**src/rtl/spi_pkg.sv**
```systemverilog
// State encoding and frame timing constants shared by the SPI MOSI scheduler.
package spi_pkg;

   localparam int SPI_DSIZE       = 8;
   localparam int SETUP_CYCLES    = 1;
   // HOLD spans two edges: one drives MOSI back to 0, the next raises spi_cs.
   localparam int HOLD_CYCLES     = 2;
   localparam int FRAME_CS_CYCLES = SETUP_CYCLES + 2 * SPI_DSIZE + HOLD_CYCLES - 1;

   typedef enum logic [2:0] {
      S_IDLE,
      S_SETUP,
      S_ADDR,
      S_DATA,
      S_HOLD,
      S_GAP
   } spi_state_e;

   function automatic int rr_slot(input int base, input int off, input int n);
      return (base + off) % n;
   endfunction

endpackage

```
**src/rtl/spi_rr_arbiter.sv**
```systemverilog
// Combinational round-robin pick: first asserted request at or above ptr, wrapping.
module spi_rr_arbiter
   import spi_pkg::*;
#(
   parameter int NREQ = 4,
   parameter int PW   = $clog2(NREQ)
) (
   input  logic [NREQ-1:0] req,
   input  logic [PW-1:0]   ptr,
   output logic [NREQ-1:0] pick,
   output logic [PW-1:0]   pick_idx
);

   logic          found;
   logic [PW-1:0] slot;

   always_comb begin
      pick     = '0;
      pick_idx = '0;
      found    = 1'b0;
      slot     = '0;
      for (int i = 0; i < NREQ; i++) begin
         slot = PW'(rr_slot(int'(ptr), i, NREQ));
         if (!found && req[slot]) begin
            found       = 1'b1;
            pick[slot]  = 1'b1;
            pick_idx    = slot;
         end
      end
   end

endmodule

```
**src/rtl/spi_mosi_arbiter.sv**
```systemverilog
// Shares one SPI MOSI output between NREQ requesters: round-robin grant, then
// an LSB-first address byte followed by a data byte under a low spi_cs.
module spi_mosi_arbiter
   import spi_pkg::*;
#(
   parameter int DSIZE      = SPI_DSIZE,
   parameter int NREQ       = 4,
   parameter int GAP_CYCLES = 2
) (
   input  logic                  spi_clk,
   input  logic                  n_reset,
   input  logic [NREQ-1:0]       req,
   input  logic [NREQ*DSIZE-1:0] req_add,
   input  logic [NREQ*DSIZE-1:0] req_data,
   output logic [NREQ-1:0]       grant,
   output logic [NREQ-1:0]       done,
   output logic                  spi_cs,
   output logic                  spi_mosi_out,
   output logic                  busy
);

   localparam int PW = $clog2(NREQ);
   localparam int BW = $clog2(DSIZE);
   localparam int GW = (GAP_CYCLES > 1) ? $clog2(GAP_CYCLES) : 1;

   logic [NREQ-1:0][DSIZE-1:0] add_lane;
   logic [NREQ-1:0][DSIZE-1:0] data_lane;

   for (genvar i = 0; i < NREQ; i++) begin : g_lane
      assign add_lane[i]  = req_add[i*DSIZE +: DSIZE];
      assign data_lane[i] = req_data[i*DSIZE +: DSIZE];
   end

   spi_state_e       state;
   logic [PW-1:0]    ptr;
   logic [PW-1:0]    win_q;
   logic [NREQ-1:0]  pick;
   logic [PW-1:0]    pick_idx;
   logic [DSIZE-1:0] add_q;
   logic [DSIZE-1:0] data_q;
   logic [BW-1:0]    bit_cnt;
   logic [GW-1:0]    gap_cnt;

   spi_rr_arbiter #(
      .NREQ (NREQ),
      .PW   (PW)
   ) u_rr (
      .req      (req),
      .ptr      (ptr),
      .pick     (pick),
      .pick_idx (pick_idx)
   );

   always_ff @(posedge spi_clk or negedge n_reset) begin
      if (!n_reset) begin
         state        <= S_IDLE;
         ptr          <= '0;
         win_q        <= '0;
         add_q        <= '0;
         data_q       <= '0;
         bit_cnt      <= '0;
         gap_cnt      <= '0;
         grant        <= '0;
         done         <= '0;
         spi_cs       <= 1'b1;
         spi_mosi_out <= 1'b0;
         busy         <= 1'b0;
      end else begin
         grant <= '0;
         done  <= '0;
         unique case (state)
            S_IDLE: begin
               spi_mosi_out <= 1'b0;
               if (|req) begin
                  grant   <= pick;
                  win_q   <= pick_idx;
                  add_q   <= add_lane[pick_idx];
                  data_q  <= data_lane[pick_idx];
                  bit_cnt <= '0;
                  spi_cs  <= 1'b0;
                  busy    <= 1'b1;
                  state   <= S_SETUP;
               end
            end
            S_SETUP: begin
               spi_mosi_out <= add_q[bit_cnt];
               bit_cnt      <= bit_cnt + 1'b1;
               state        <= S_ADDR;
            end
            S_ADDR: begin
               spi_mosi_out <= add_q[bit_cnt];
               bit_cnt      <= bit_cnt + 1'b1;
               if (bit_cnt == BW'(DSIZE - 1)) begin
                  bit_cnt <= '0;
                  state   <= S_DATA;
               end
            end
            S_DATA: begin
               spi_mosi_out <= data_q[bit_cnt];
               bit_cnt      <= bit_cnt + 1'b1;
               if (bit_cnt == BW'(DSIZE - 1)) begin
                  bit_cnt <= '0;
                  state   <= S_HOLD;
               end
            end
            S_HOLD: begin
               spi_mosi_out <= 1'b0;
               if (bit_cnt == BW'(HOLD_CYCLES - 1)) begin
                  bit_cnt <= '0;
                  spi_cs  <= 1'b1;
                  done    <= NREQ'(1) << win_q;
                  ptr     <= (win_q == PW'(NREQ - 1)) ? '0 : win_q + 1'b1;
                  gap_cnt <= '0;
                  // The IDLE cycle is the last high cycle of the gap, so GAP
                  // itself only covers GAP_CYCLES-1 cycles.
                  if (GAP_CYCLES > 1) begin
                     state <= S_GAP;
                  end else begin
                     state <= S_IDLE;
                     busy  <= 1'b0;
                  end
               end else begin
                  bit_cnt <= bit_cnt + 1'b1;
               end
            end
            S_GAP: begin
               if (int'(gap_cnt) == GAP_CYCLES - 2) begin
                  state <= S_IDLE;
                  busy  <= 1'b0;
               end else begin
                  gap_cnt <= gap_cnt + 1'b1;
               end
            end
            default: state <= S_IDLE;
         endcase
      end
   end

endmodule
```
**config.mk**
```make
export PLATFORM = sky130hd
export DESIGN_NAME = spi_mosi_arbiter
export DESIGN_NICKNAME = d
export VERILOG_FILES = /design/src/rtl/spi_pkg.sv /design/src/rtl/spi_rr_arbiter.sv /design/src/rtl/spi_mosi_arbiter.sv
export SDC_FILE = /design/constraint.sdc
export NUM_CORES = 1
export LEC_CHECK = 0
export ABC_CLOCK_PERIOD_IN_PS = 3700
export BUFFER_PORTS_ARGS = -buffer_cell sky130_fd_sc_hd__buf_2
export CORE_ASPECT_RATIO = 0.75
export CORE_MARGIN = 2
export CORE_UTILIZATION = 35
export CTS_CLUSTER_DIAMETER = 100
export DETAILED_ROUTE_END_ITERATION = 7
export GPL_ROUTABILITY_DRIVEN = 0
export RECOVER_POWER = 50
export SYNTH_ARGS = -nofsm -noshare
export SYNTH_HDL_FRONTEND = slang
export SYNTH_HIERARCHICAL = 1
export SYNTH_SLANG_ARGS = --single-unit
```
**constraint.sdc**
```tcl
create_clock -name spi_clk -period 3.7 [get_ports spi_clk]
set_input_delay 0.555 -clock spi_clk [delete_from_list [all_inputs] [get_ports spi_clk]]
set_output_delay 0.555 -clock spi_clk [all_outputs]
set_load 0.05 [all_outputs]
```
==> impl_results.md <==
- Run status: finished, violations left
- Violations in the final reports: capacitance limit, slew limit
- Via density per instance: ~5
- Share of synthesized cell area in and, or, nand and nor gates: a little under a tenth
- Clock slew seen by the registers of the worst setup and hold paths: approximately 0.080 ns
- Most frequent cell after synthesis: sky130_fd_sc_hd__dfrtp_1
- TritonCTS clock tree: yes
- Final hold slack: 0.488 ns
- Critical path arrival: 3.53 ns
- Post-Place Cell Area: 3030 um^2
- Biggest fanout along the worst timing path: 16
- Syn Nets: 276
- Launch instance of the worst min-delay path: add_q[3]
- Growth of design area from synthesis to finish: 26.3%
- FF-to-FF path depth: 8
- Sequential cell area fraction in the yosys report: 37.1%
- Max-Slew Margin vs Limit: -30.5%
- Reg2Reg Launch Point: ptr[1]
- Startpoint-to-endpoint class of the critical path: register to register
- GR Util All Layers: 15.1%
- Antenna diode count: 0
- Number of global-route vias before repair: approximately 1900
- Initial Util: 36.5%
- Total net switching power: 0.623 mW
- Number of instances in the synthesized netlist: 194
- Top_reg_cell synth: sky130_fd_sc_hd__dfrtp_1
- Leakage dissipation: approximately 1.4 nW
- Fraction of the mapped netlist area in compound gates: a little under a tenth
- Global-route wire length before repair: 9410 um
- Worst Setup Start Kind: register
- Adder-cell share of the synthesized area: ~6%
- Final design instance area without fill: 3160 um^2
- Final Slew Violations: 38
- Net total in the final layout: 361
- Power per cell area: about 600 nW/um^2
- Part of the power in registers: 36.4%
- CP Capture Type: register
- Antenna viol nets, final: 0
- Pre-Repair DR Iteration Count: 4
- Top-area cell type share of the netlist area: 36.0%
- Part of the power in combinational logic: between 40% and 50%
- Final routed wire length divided by cell count: 14.7 um
- Number of buffers created by CTS: 5
- RSZ-0062 raised after global routing: no
- Final hold violation count: 0
- Post-Route Setup TNS: 0 ns
- CTS resizes: 0
- Leading cell types by total area after synthesis: sky130_fd_sc_hd__dfrtp_1, sky130_fd_sc_hd__mux4_2, sky130_fd_sc_hd__mux2_1, sky130_fd_sc_hd__ha_1, sky130_fd_sc_hd__mux4_1
- Maximum buffer depth of the clock tree: 2
- Post-route minimum period: 3.36 ns
- Ys async rst share: 100%
- Mux cell area share after synthesis: between 30% and 40%
- Leading cell types by count after synthesis: sky130_fd_sc_hd__dfrtp_1, sky130_fd_sc_hd__mux2_1, sky130_fd_sc_hd__mux4_2
- Std cell rows: 26
- Pin count of the biggest net entering global routing: 38
- Worst-case vdd ir drop: approximately 0.25 mV
- Total of endpoints with negative setup slack in the final report: 0
- Width of the die: 102 um
- Area of the die: 7850 um^2
- Required time of the critical path: 3.87 ns
- Cell type with the largest total area after synthesis: sky130_fd_sc_hd__dfrtp_1
- Post-synthesis xor/xnor area fraction: 0%
- Floorplan Core Area: 6860 um^2
- Final period util: about nine tenths
- Die Ht: 77.2 um
- Crit path from: ptr[1]
- Netlist area before placement: 2500 um^2
- Setup Buffers After CTS: 0
- Post-detail-place hpwl: 4300 um
- Average cell area after synthesis: 12.9 um^2
- Initial antenna violation count: 0
- Setup Skew: 0.00792 ns
- Total of hold buffers inserted after clock tree synthesis: 0
- Count of vias placed by the detailed router: 1882
- Power after layout: 1.86 mW
- Post-synthesis sequential element count: 37
- Total number of H-tree levels: 2
- Starting DRC count in detailed routing: between 50 and 60
- Total wirelength of the detailed-routed design: 5570 um
- Number of clock sinks seen by CTS: 37
- Filler Cells Inserted: roughly 650
- Transition time at the pin with the least slew margin: 1.96 ns
- Internal: between 1 and 1.5 mW
- Max Clock Freq: 298 MHz
- Number of enable flip-flop cells after synthesis: 0
- Switching share of total power: 33.6%
- Unique cell type count in the Yosys netlist: 43
- Synthesis warning total: 6
- Hold path cells: 1
- Io pins: 81
- Insertion delay of the later-clocked pin in the worst-skew pair: slightly below 0.3 ns
- Fraction of layout instances using a drive strength above 1: a little over two fifths
- Max-cap violations: 1
- Dominant combinational cell family by area after synthesis: multiplexers
- Global route overflow: 0
- Clk pwr share: roughly 23%
- Buffers added on ports: 80
- Min-delay worst type: register to register
- Root cell of the clock tree: sky130_fd_sc_hd__clkbuf_8
- DRC errors left: 0
[power groups by stage]
stage	Sequential (mW)	Clock [mW]	Combinational [mW]
2_1_floorplan	0.666	0	0.603
3_3_place_gp	0.682	0	0.757
3_5_place_dp	0.683	0	0.770
4_1_cts	0.677	0.421	0.777
5_1_grt	0.702	0.448	0.851
6_report	0.675	0.417	0.764
[kinds of logic after synthesis]
| logic type | after synthesis |
|---|---|
| multiplexers | 50 |
| buffers and inverters | 22 |
| AO/OA/AOI/OAI | 36 |
| adder cells (fa/ha/maj) | 12 |
| flip-flops | 37 |
| AND/OR/NAND/NOR | 37 |
[worst paths after layout]
| check | end | slack, ns |
|---|---|---|
| max | data_q[3] | 0.34 |
| max reg2reg | data_q[3] | 0.34 |
| min | add_q[3] | 0.49 |
| min reg2reg | add_q[3] | 0.49 |
| max in group asynchronous | ptr[1] | 1.76 |
| min in group asynchronous | grant[0] | 0.80 |
[placed cells by master, fill, tap and decap left out, types with 5 or more instances in the layout]
cell type	n
sky130_fd_sc_hd__a22oi_1	8
sky130_fd_sc_hd__buf_2	76
sky130_fd_sc_hd__buf_4	9
sky130_fd_sc_hd__clkbuf_8	5
sky130_fd_sc_hd__dfrtp_1	36
sky130_fd_sc_hd__ha_1	12
sky130_fd_sc_hd__inv_1	10
sky130_fd_sc_hd__mux2_1	21
sky130_fd_sc_hd__mux4_1	5
sky130_fd_sc_hd__mux4_2	19
sky130_fd_sc_hd__nor2_1	11
sky130_fd_sc_hd__o21ai_1	10
[per-layer routing]
layer / GRT usage [%] / part of all wire (%)
met5: 0 / 0
met4: 2.84 / 0.65
met3: 3.56 / 5.1
met1: 23.2 / 50
met2: 21.6 / 44
[final cells by class]
cell class              count  area (um^2)  share of cell area (%)
flip-flops and latches     37          927                    29.3
repair buffers             89          463                    14.6
multi-input cells         135         1470                    46.6
well taps                  98          123                    3.88
inverters                  11         41.3                    1.31
clock inverters             3         65.1                    2.06
clock buffers               5         68.8                    2.18
[critical path: stages, from the launching register on]
cell and delay, ns:
sky130_fd_sc_hd__dfrtp_1 0.44, sky130_fd_sc_hd__inv_1 0.11, sky130_fd_sc_hd__ha_1 0.44, sky130_fd_sc_hd__mux4_2 0.25, sky130_fd_sc_hd__nor2_1 0.07, sky130_fd_sc_hd__o31ai_4 0.89, sky130_fd_sc_hd__buf_4 0.27, sky130_fd_sc_hd__mux4_2 0.49
sky130_fd_sc_hd__mux2_1 0.29
[registers in the layout, indices dropped and copies added (netlist names)]
register      flops
add_q             8
data_q            8
done              4
grant             4
bit_cnt           3
state             3
ptr               2
win_q             2
busy              1
spi_cs            1
spi_mosi_out      1
[per-stage QoR]
step | cells | setup WS [ns] | utilization, %
CTS | 378 | 0.263 | 46.1
global placement | 370 | 0.204 | 44.2
global route | 378 | 0.0114 | 46.1
finish | 378 | 0.343 | 46.1
floorplan | 194 | 0.358 | -
detailed placement | 370 | 0.156 | 44.2
No activity file was read; power rests on OpenSTA's default activity.
